[config.mk]
export PLATFORM = sky130hd
export DESIGN_NAME = note_scheduler
export DESIGN_NICKNAME = d
export VERILOG_FILES = /design/src/rtl/note_scheduler.sv
export SDC_FILE = /design/constraint.sdc
export NUM_CORES = 1
export LEC_CHECK = 0
export CAP_MARGIN = 10
export CORE_MARGIN = 3
export CORE_UTILIZATION = 37
export DETAILED_ROUTE_END_ITERATION = 7
export DONT_BUFFER_PORTS = 1
export GPL_TIMING_DRIVEN = 1
export SLEW_MARGIN = 20
export SYNTH_ARGS = -nofsm -noshare
export SYNTH_HDL_FRONTEND = slang
export SYNTH_SLANG_ARGS = --single-unit
[constraint.sdc]
create_clock -name vgaclk -period 1.9 [get_ports vgaclk]
set_clock_uncertainty 0.15 [all_clocks]
set_input_delay 0.38 -clock vgaclk [delete_from_list [all_inputs] [get_ports vgaclk]]
set_output_delay 0.38 -clock vgaclk [all_outputs]
set_load 0.1 [all_outputs]
[src/rtl/note_scheduler.sv]
// Frame-rate beat scheduler: scrolls four beat slots and fetches a new note line per wrap.
// Define NOTE_SCHED_LOOP_EN to loop the song; otherwise playback stops at the last ROM line.
module note_scheduler #(
  parameter int PIXELSPEED = 5,
  parameter int NOTELENGTH = 150,
  parameter int HSPAN      = 640,
  parameter int ROM_AW     = 8,
  parameter int ROM_DEPTH  = 256
) (
  input  logic              vgaclk,
  input  logic              rst_n,
  input  logic              frame_tick,
  input  logic              pause,
  output logic [ROM_AW-1:0] rom_addr,
  input  logic [3:0]        rom_data,
  output logic [9:0]        beat_pos1,
  output logic [9:0]        beat_pos2,
  output logic [9:0]        beat_pos3,
  output logic [9:0]        beat_pos4,
  output logic [3:0]        beat_notes1,
  output logic [3:0]        beat_notes2,
  output logic [3:0]        beat_notes3,
  output logic [3:0]        beat_notes4,
  output logic              busy,
  output logic              overrun,
  output logic              song_end
);

  localparam logic [9:0]        WRAP_AT   = 10'(HSPAN - 1 + NOTELENGTH);
  localparam logic [9:0]        STEP      = 10'(PIXELSPEED);
  localparam logic [ROM_AW-1:0] LAST_ADDR = ROM_AW'(ROM_DEPTH - 1);

  typedef enum logic [1:0] {IDLE, FETCH, LOAD} state_t;

  state_t     state, state_next;
  logic [9:0] pos [4];
  logic [3:0] notes [4];
  logic [3:0] pending;
  logic [3:0] wrap_mask;
  logic [1:0] sel;
  logic       start;

  assign start = (state == IDLE) && frame_tick && !pause;
  assign busy  = (state != IDLE);

  always_comb begin
    wrap_mask = 4'b0000;
    for (int i = 0; i < 4; i++) begin
      wrap_mask[i] = (pos[i] >= WRAP_AT);
    end
  end

  // Descending scan so the lowest-numbered pending slot wins.
  always_comb begin
    sel = 2'd0;
    for (int i = 3; i >= 0; i--) begin
      if (pending[i]) sel = 2'(i);
    end
  end

  always_ff @(posedge vgaclk or negedge rst_n) begin
    if (!rst_n) state <= IDLE;
    else        state <= state_next;
  end

  always_comb begin
    state_next = state;
    case (state)
      IDLE:    if (start && (wrap_mask != 4'b0000)) state_next = FETCH;
      FETCH:   state_next = LOAD;
      LOAD:    state_next = ((pending & ~(4'b0001 << sel)) != 4'b0000) ? FETCH : IDLE;
      default: state_next = IDLE;
    endcase
  end

  always_ff @(posedge vgaclk or negedge rst_n) begin
    if (!rst_n) begin
      for (int i = 0; i < 4; i++) begin
        pos[i]   <= 10'(i * (HSPAN / 4));
        notes[i] <= 4'b0000;
      end
      pending  <= 4'b0000;
      rom_addr <= '0;
      overrun  <= 1'b0;
      song_end <= 1'b0;
    end else begin
      if (frame_tick && busy) overrun <= 1'b1;

      if (start) begin
        for (int i = 0; i < 4; i++) begin
          pos[i] <= wrap_mask[i] ? 10'd0 : pos[i] + STEP;
        end
        pending <= wrap_mask;
      end

      // ROM sampled rom_addr on the FETCH->LOAD edge, so rom_data is valid now.
      if (state == LOAD) begin
        pending[sel] <= 1'b0;
`ifdef NOTE_SCHED_LOOP_EN
        notes[sel] <= rom_data;
`else
        notes[sel] <= song_end ? 4'b0000 : rom_data;
`endif
        if (rom_addr == LAST_ADDR) begin
          song_end <= 1'b1;
`ifdef NOTE_SCHED_LOOP_EN
          rom_addr <= '0;
`endif
        end else begin
          rom_addr <= rom_addr + ROM_AW'(1);
        end
      end
    end
  end

  assign beat_pos1   = pos[0];
  assign beat_pos2   = pos[1];
  assign beat_pos3   = pos[2];
  assign beat_pos4   = pos[3];
  assign beat_notes1 = notes[0];
  assign beat_notes2 = notes[1];
  assign beat_notes3 = notes[2];
  assign beat_notes4 = notes[3];

endmodule
Word-level counts from Yosys, hierarchy flattened
Index checks and enable logic that the tools add are counted.
- register bits: 72
- input bits: 8
- output and inout port bits: 67
- word-level logic and storage cells: 69
- add/sub/neg operators: 5
- $lt $le $gt $ge: 8
- equal/unequal tests: 4
- shifts and indexed selects: 1
- multiplexer cells: 19
- bitwise operators: 6
- reductions and logical operators: 13
- operators with widths (operator ; count):
    10-bit by 3-bit adder with 10-bit output, second input constant ; 4
    10-bit >= comparator, second input constant ; 4
    10-bit 2-to-1 mux ; 4
    16-bit bitwise mux ; 1
    4-bit 2-to-1 mux ; 4
    2-bit 2-to-1 mux ; 5
    8-bit by 1-bit adder with 8-bit output, second input constant ; 1
    4-bit AND ; 2
    4-bit demux with 2-bit select ; 1
    8-bit equality test, second input constant ; 1
    4-bit inverter ; 2
    4-bit nonzero test ; 2
    1-bit logical AND ; 6
    2-bit case mux with 3 select lines ; 1
    2-bit AND reduction ; 2
    1-bit by 2-bit << shifter with 4-bit output, first input constant ; 1
    3-bit >= comparator, second input constant ; 1
    2-bit by 3-bit less-than comparator with 1-bit output, second input constant ; 1
    3-bit by 1-bit less-than comparator with 1-bit output, second input constant ; 1
    2-bit inverter with 3-bit output ; 1
    1-bit demux with 2-bit select ; 1
    2-bit by 1-bit equality test with 1-bit output, second input constant ; 1
    2-bit equality test, second input constant ; 1
    2-bit by 1-bit >= comparator with 1-bit output, second input constant ; 1
    6 further kinds ; 7

Logic depth before layout (Yosys ltp)
Gate-level depths: netlist of the first run.
- depth in word-level cells: 11
- depth in mapped cells: 8
- mapped depth without buffers: 7

Worst setup path after synthesis of the first run
OpenSTA, ideal clock, no wires.
- path type: register to register
- from: register pos, in the netlist beat_pos2[0]
- to: register pos, in the netlist beat_pos2[3]
- arrival: 2417 ps
- required time: 1628 ps
- slack: -789 ps
- cell stages (with the launch flop): 8
- buffers on the path: 0
- cells stage by stage: dfrtp_1 -> inv_1 -> ha_1 -> nor2b_1 -> o211ai_1 -> nand3_1 -> a21o_1 -> a22o_1
- cells in the longest elaborated chain, start to end: 2
- RTL lines (what ; line ; RTL):
    from (decl) ; 36 ; logic [9:0] pos [4];
    from (signal, indexed assignment) ; 79 ; pos[i] <= 10'(i * (HSPAN / 4));
    from (signal, indexed assignment) ; 91 ; pos[i] <= wrap_mask[i] ? 10'd0 : pos[i] + STEP;
    10-bit by 3-bit adder with 10-bit output / 10-bit >= comparator (equally long branches) ; 91, 49 ;
    10-bit 2-to-1 mux (*) ; 91 ;
Every way passes the cells marked *; elsewhere a longest branch is shown, timed or not.
A chain may end at the register's enable or synchronous reset.

Worst setup path after layout of the first run
- from: register pos, in the netlist beat_pos2[0]
- to: register state[0]
- cells in the longest elaborated chain, start to end: 4
- RTL lines (what ; line ; RTL):
    10-bit >= comparator ; 49 ; wrap_mask[i] = (pos[i] >= WRAP_AT);
    4-bit nonzero test ; 69 ; IDLE: if (start && (wrap_mask != 4'b0000)) state_next = FETCH;
    1-bit logical AND ; 69 ;
    2-bit by 1-bit != test with 1-bit output (no line) ; - ;
    to (signal assigned) ; 63 ; else state <= state_next;
    to (decl) ; 35 ; state_t state, state_next;
No other way between the ends.

==> results of run 1 <==
area by class of cell:
type	count	share of cell area [%]
inverter	12	1.08
timing repair buffer	97	15.7
clock inverter	5	1.15
tap	129	3.31
sequential	72	38.7
multi-input combinational	263	37.2
clock buffer	11	2.90
metal layers:
| layer | track usage, % | wire [um] | vias to the layer above |
|---|---|---|---|
| li1 | - | - | 1468 |
| met1 | 20.7 | 3880 | 1437 |
| met2 | 27.3 | 4410 | 59 |
| met3 | 5.34 | 484 | 9 |
| met4 | 5.41 | 112 | 0 |
| met5 | 0 | 0 | - |
power by group through the flow:
stage	clock, uW	sequential, uW	combinational [uW]
3_3_place_gp	0	2450	4990
5_1_grt	1340	2530	5510
4_1_cts	1270	2440	5130
2_1_floorplan	0	5330	1040
3_5_place_dp	0	2460	5050
6_report	1230	2450	5220
state kept, by name, indices dropped and copies added (netlist names):
signal and count:
beat_notes1 4, beat_notes3 4, beat_notes2 4, beat_pos1 10, beat_pos3 10, overrun 1
rom_addr 8, beat_pos2 10, song_end 1, beat_pos4 10, state 2, beat_notes4 4
pending 4
logic make-up after synthesis:
group	synth area share, %
muxes	1.27
DFF	51.0
buffers and inverters	2.61
AOI/OAI and AO/OA	17.9
adders and majority gates	4.86
xor gates and xnor gates	3.21
and+or+nand+nor	19.1
layout by cell type (no fill, tap or decap), types with 5 or more instances in the layout:
cell type and n:
dfrtp_1 29, nand3_1 14, a21oi_1 11, nor2_1 20, and3_1 6, o21ai_0 20
clkbuf_8 10, dfstp_2 7, nand2_1 41, nor2b_1 12, buf_4 93, a22o_1 16
xnor2_1 6, dfrtp_4 11, nand2b_1 5, ha_1 8, nor3_1 9, xor2_1 7
a21o_1 7, inv_2 5, o21ai_1 16, dfrtp_2 24
path summary, 6_finish.rpt:
check,end,start,depth (start not counted)
setup / recovery,state[0]$_DFFE_PN0P_,beat_pos2[0]$_DFFE_PN0P_,9
hold / removal,beat_pos3[5]$_DFFE_PN0P_,rst_n,0
setup reg to reg,state[0]$_DFFE_PN0P_,beat_pos2[0]$_DFFE_PN0P_,9
hold reg to reg,overrun$_DFFE_PN0P_,overrun$_DFFE_PN0P_,1
max in group asynchronous,beat_pos3[8]$_DFFE_PN1P_,rst_n,0
min in group vgaclk,overrun$_DFFE_PN0P_,frame_tick,1
per-stage QoR:
| step | TNS (ns) | setup WS, ns | cell area, um2 | util (%) |
|---|---|---|---|---|
| after detailed placement | -0.00123 | -0.00123 | 4480 | 48.2 |
| after global placement | 0 | 0.0244 | 4480 | 48.2 |
| final | 0 | 0.00442 | 4880 | 52.5 |
| after CTS | 0 | 0.00423 | 4720 | 50.9 |
| after global routing | -0.563 | -0.0885 | 4880 | 52.5 |
| after floorplan | -2.98 | -0.301 | 3680 | - |
worst max-delay path: stages, from the launching register on:
cell and delay (ns):
dfrtp_4 0.47, inv_4 0.05, ha_4 0.15, nor2b_4 0.12, o211ai_1 0.18, buf_4 0.18, nand3_4 0.09, buf_6 0.16
a41o_1 0.21, o21ai_1 0.06
what timing repair did:
item	4_1_cts	5_1_grt
endpoints found under the setup margin	6	27
endpoints found under the hold margin	72	72
gates cloned	0	1
setup buffers	2	7
resized for setup	8	21
pin swaps	3	18
==> impl_results.md, run 1 <==
* Core Area at 9280 um2
* Critical path startpoint category: register
* Synthesized cell area at 3550 um2
* HP Class: in2async
* Power density over the cells at 1820 nW/um2
* First-pass detailed-route iteration total at 4
* Drt initial violations at 127
* Distinct cells, synth at 42
* Req. time, crit path at 2.01 ns
* Area contributors post-synth: dfrtp_1 (45%), dfstp_2 (5.9%), o21ai_0 (5.1%)
* # setup viols final at 0
* Maxcap violations at 0
* Ys flop type: dfrtp_1
* Post-Synthesis Cells at 353
* Multi-input gate area at 1820 um2
* Clock transition at path regs at 0.08 ns
* NumNets Final at 476
* Area grow syn2layout at 37.4%
* R2r setup slk at 0.004 ns
* Tot Pwr at 8900 uW
* Sequential share of the synthesized area at 51.0%
* Slew Limit Fails at 0
* Run status: finished, violations left
* Vias at 2973
* Port Buffers at 0
* Avg Inst Size Synth at 10.1 um2
* Failing checks: hold timing
* Width of the die at 104 um
* Largest net degree at the start of global routing at 73
* CTS tree: built
* Antenna diode count at 0
* Critical path peak fanout at 5
* Layout fillers at 872
* Sequential cell area at 1890 um2
* Internal cell power at 3970 uW
* Number of synthesized flops with an enable pin at 0
* Tcrit/Tclk final at 99.8%
* Worst VDD drop at 1.31 mV
* Detail Placement HPWL at 6270 um
* Sw frac at 55.4%
* Fraction of layout cells with a size suffix above 1 at 42.4%
* Vias per cell at 5.05
* Commonest cells in the netlist: dfrtp_1 (64), nand2_1 (41), o21ai_0 (36)
* CTS Buf Count at 9
* Post-synth top area cell: dfrtp_1
* Cell with the most instances after synthesis: dfrtp_1
* Total Routed Length at 8890 um
* First-pass GRT wire length at 15000 um
* WS Path Type: reg2reg
* Slew headroom at 61.3%
* Clock Path Buffers at 2
* Synth Register Bits at 72
* Yosys warns at 0
* Vias in the first global route at 3074
* Die H at 104 um
* Row count at 35
* CTS sink count at 72
* Initial Utilization at 38.2%
* DRC Markers at 0
* Reg power frac at 27.6%
* All-Layer GR Usage at 16.6%
* Net Sw Power at 4930 uW
* Asr flop ratio synth at 100%
* Worst skew pair latency at 0.34 ns
* Synthesized Nets at 374
* Clock period minus worst slack at 1.90 ns
* CTS H-tree depth at 3
* Die area at 10800 um2
* CP Capture Type: register
* P_leak at 0.00216 uW
* Global route total overflow at 0
* Routed Antenna Nets at 0
* Final hold vios at 72
* Clock power share at 13.8%
* Fmax at 528 MHz
* Initial antenna violation count at 0
* I/O pin count at 75
* Final non-filler cell total at 589
* Routability congestion estimate at 0.814
* Critical path arrival at 2.00 ns
* RSZ-0062 raised after global routing: true
* CTS root buffer: clkbuf_8
* Placed Cells incl. Taps at 563
* Combinational power share at 58.7%
* Post-synth top area share at 45.1%
* Avg WL per Cell at 15.1 um
* Measured slew at the worst slew-check pin at 0.577 ns
* Fin Hold WS at -0.422 ns
(Power assumes the default switching activity.)
==> run 2: changes to the inputs <==
--- a/config.mk
+++ b/config.mk
@@ -7,7 +7,7 @@
 export LEC_CHECK = 0
 export CAP_MARGIN = 10
 export CORE_MARGIN = 3
-export CORE_UTILIZATION = 37
+export CORE_UTILIZATION = 30
 export DETAILED_ROUTE_END_ITERATION = 7
 export DONT_BUFFER_PORTS = 1
 export GPL_TIMING_DRIVEN = 1
==> run 2 against run 1 <==
- the run ends with hold timing, setup timing left
- critical path depth fell by 1
- power rose by 6.1%
- final cell count rose by 1.7%
- critical path type unchanged
- critical endpoint is now beat_pos1[0]$_DFFE_PN0P_
- highest routed layer unchanged
==> impl_results.md, run 2 (synthesized netlist as in run 1, its figures left out) <==
* Avg WL per Cell at 15.0 um
* Internal cell power at 4450 uW
* Row count at 39
* R2r worst-path depth at 8
* Final hold vios at 72
* I/O pin count at 75
* Crit path cell chain: inv_4, ha_4, nor2b_4, o211ai_1, and3_4, buf_6, nor2_4, mux2_4
* Measured slew at the worst slew-check pin at 0.890 ns
* CP max stage cell: dfrtp_4
* Die area at 13200 um2
* Most common cell after layout, fill and taps aside: buf_4
* First-pass GRT wire length at 14400 um
* CTS sink count at 72
* # setup viols final at 1
* Core Area at 11500 um2
* Req. time, crit path at 1.96 ns
* Vias in the first global route at 2970
* Critical path arrival at 1.96 ns
* Most frequent cells in the layout: buf_4 (83), nand2_1 (41), dfrtp_1 (29), dfrtp_2 (24), o21ai_0 (21)
* Sw frac at 52.9%
* CTS tree: built
* Critical path startpoint category: register
* NumNets Final at 472
* Vias at 2973
* Die H at 115 um
* Initial Utilization at 31.0%
* Net Sw Power at 4990 uW
* Largest net degree at the start of global routing at 73
* DRC Markers at 0
* Port Buffers at 0
* Power density over the cells at 1860 nW/um2
* Clock power share at 18.4%
* CP Capture Type: register
* First-pass detailed-route iteration total at 4
* Critical path depth at 8
* Worst skew pair latency at 0.34 ns
* Fmax at 526 MHz
* R2r setup slk at -0.002 ns
* Place WS at -0.0181 ns
* WS Path Type: reg2reg
* Width of the die at 115 um
* Drt initial violations at 115
* Reg power frac at 26.8%
* Vias per cell at 4.96
* RSZ-0062 raised after global routing: true
* Tcrit/Tclk final at 100%
* Clock Path Buffers at 2
* Critical R2R Launch: beat_pos1[0]$_DFFE_PN0P_
* Combinational power share at 54.7%
* Initial antenna violation count at 0
* PnR worst setup slack at -0.00180 ns
* Maxcap violations at 0
* Global route total overflow at 0
* Fraction of layout cells with a size suffix above 1 at 42.8%
* Routability congestion estimate at 0.795
* Run status: finished, violations left
* Detail Placement HPWL at 6060 um
* Fin Hold WS at -0.411 ns
* Area grow syn2layout at 42.8%
* Total Routed Length at 8970 um
* Antenna diode count at 0
* HP Class: in2async
* CTS Buf Count at 9
* Tot Pwr at 9440 uW
* Slew Limit Fails at 0
* Slew headroom at 40.6%
* All-Layer GR Usage at 13.7%
* Clock period minus worst slack at 1.90 ns
* Setup tns final at -0.00180 ns
* CTS root buffer: clkbuf_16
* Worst reg2reg endpoint: beat_pos1[0]$_DFFE_PN0P_
* P_leak at 0.00223 uW
* Crit path max-delay family: flip-flops
* Worst VDD drop at 1.41 mV
* Critical path peak fanout at 7
* Failing checks: hold timing, setup timing
* Clock transition at path regs at 0.06 ns
* CTS H-tree depth at 3
* CP max stage delay at 0.45 ns
* Routed Antenna Nets at 0
* Buf/Inv on CP at 2
==> run 2: stage by stage <==
step	utilization, %	instances	cell area, um2
after detailed placement	39.0	574	4470
final	44.2	599	5070
after global routing	44.2	599	5070
after CTS	41.9	590	4800
after floorplan	-	353	3680
after global placement	39.0	574	4470
==> run 2: cell type report <==
cell class              instances  area (um2)
fillers                      1111        6400
flip-flops and latches         72        1890
multi-input cells             263        1850
repair buffers                 93         785
clock buffers                  12         256
well taps                     143         179
inverters                      12        57.6
clock inverters                 4        52.6
==> run 2: repair_timing <==
| item | in CTS | in global routing |
|---|---|---|
| setup buffers | 0 | 7 |
| hold endpoints to repair | 72 | 72 |
| pin swaps | 0 | 19 |
| gates cloned | 0 | 2 |
| endpoints found under the setup margin | 2 | 33 |
| gates resized for setup | 3 | 39 |
==> run 2: power by group through the flow <==
stage | sequential (uW) | clock, uW | combinational [uW]
finish | 2530 | 1740 | 5170
global route | 2600 | 1860 | 5450
global placement | 2500 | 0 | 4890
floorplan | 5330 | 0 | 1040
detailed placement | 2520 | 0 | 4940
CTS | 2500 | 1800 | 4960
==> run 2: worst max path at each step <==
stage | startpoint | end
global route | beat_pos1[0]$_DFFE_PN0P_ | beat_pos1[0]$_DFFE_PN0P_
detailed placement | beat_pos2[0]$_DFFE_PN0P_ | beat_pos2[6]$_DFFE_PN0P_
floorplan | beat_pos2[0]$_DFFE_PN0P_ | beat_pos2[3]$_DFFE_PN0P_
global placement | beat_pos2[0]$_DFFE_PN0P_ | beat_pos2[6]$_DFFE_PN0P_
CTS | state[1]$_DFFE_PN0P_ | busy
finish | beat_pos1[0]$_DFFE_PN0P_ | beat_pos1[0]$_DFFE_PN0P_
==> run 2: routing by layer <==
metal	routed length (um)	vias up	global-route usage [%]
li1	-	1467	-
met1	3970	1428	16.6
met2	4360	68	23.0
met3	501	10	4.74
met4	132	0	4.69
met5	0	-	0
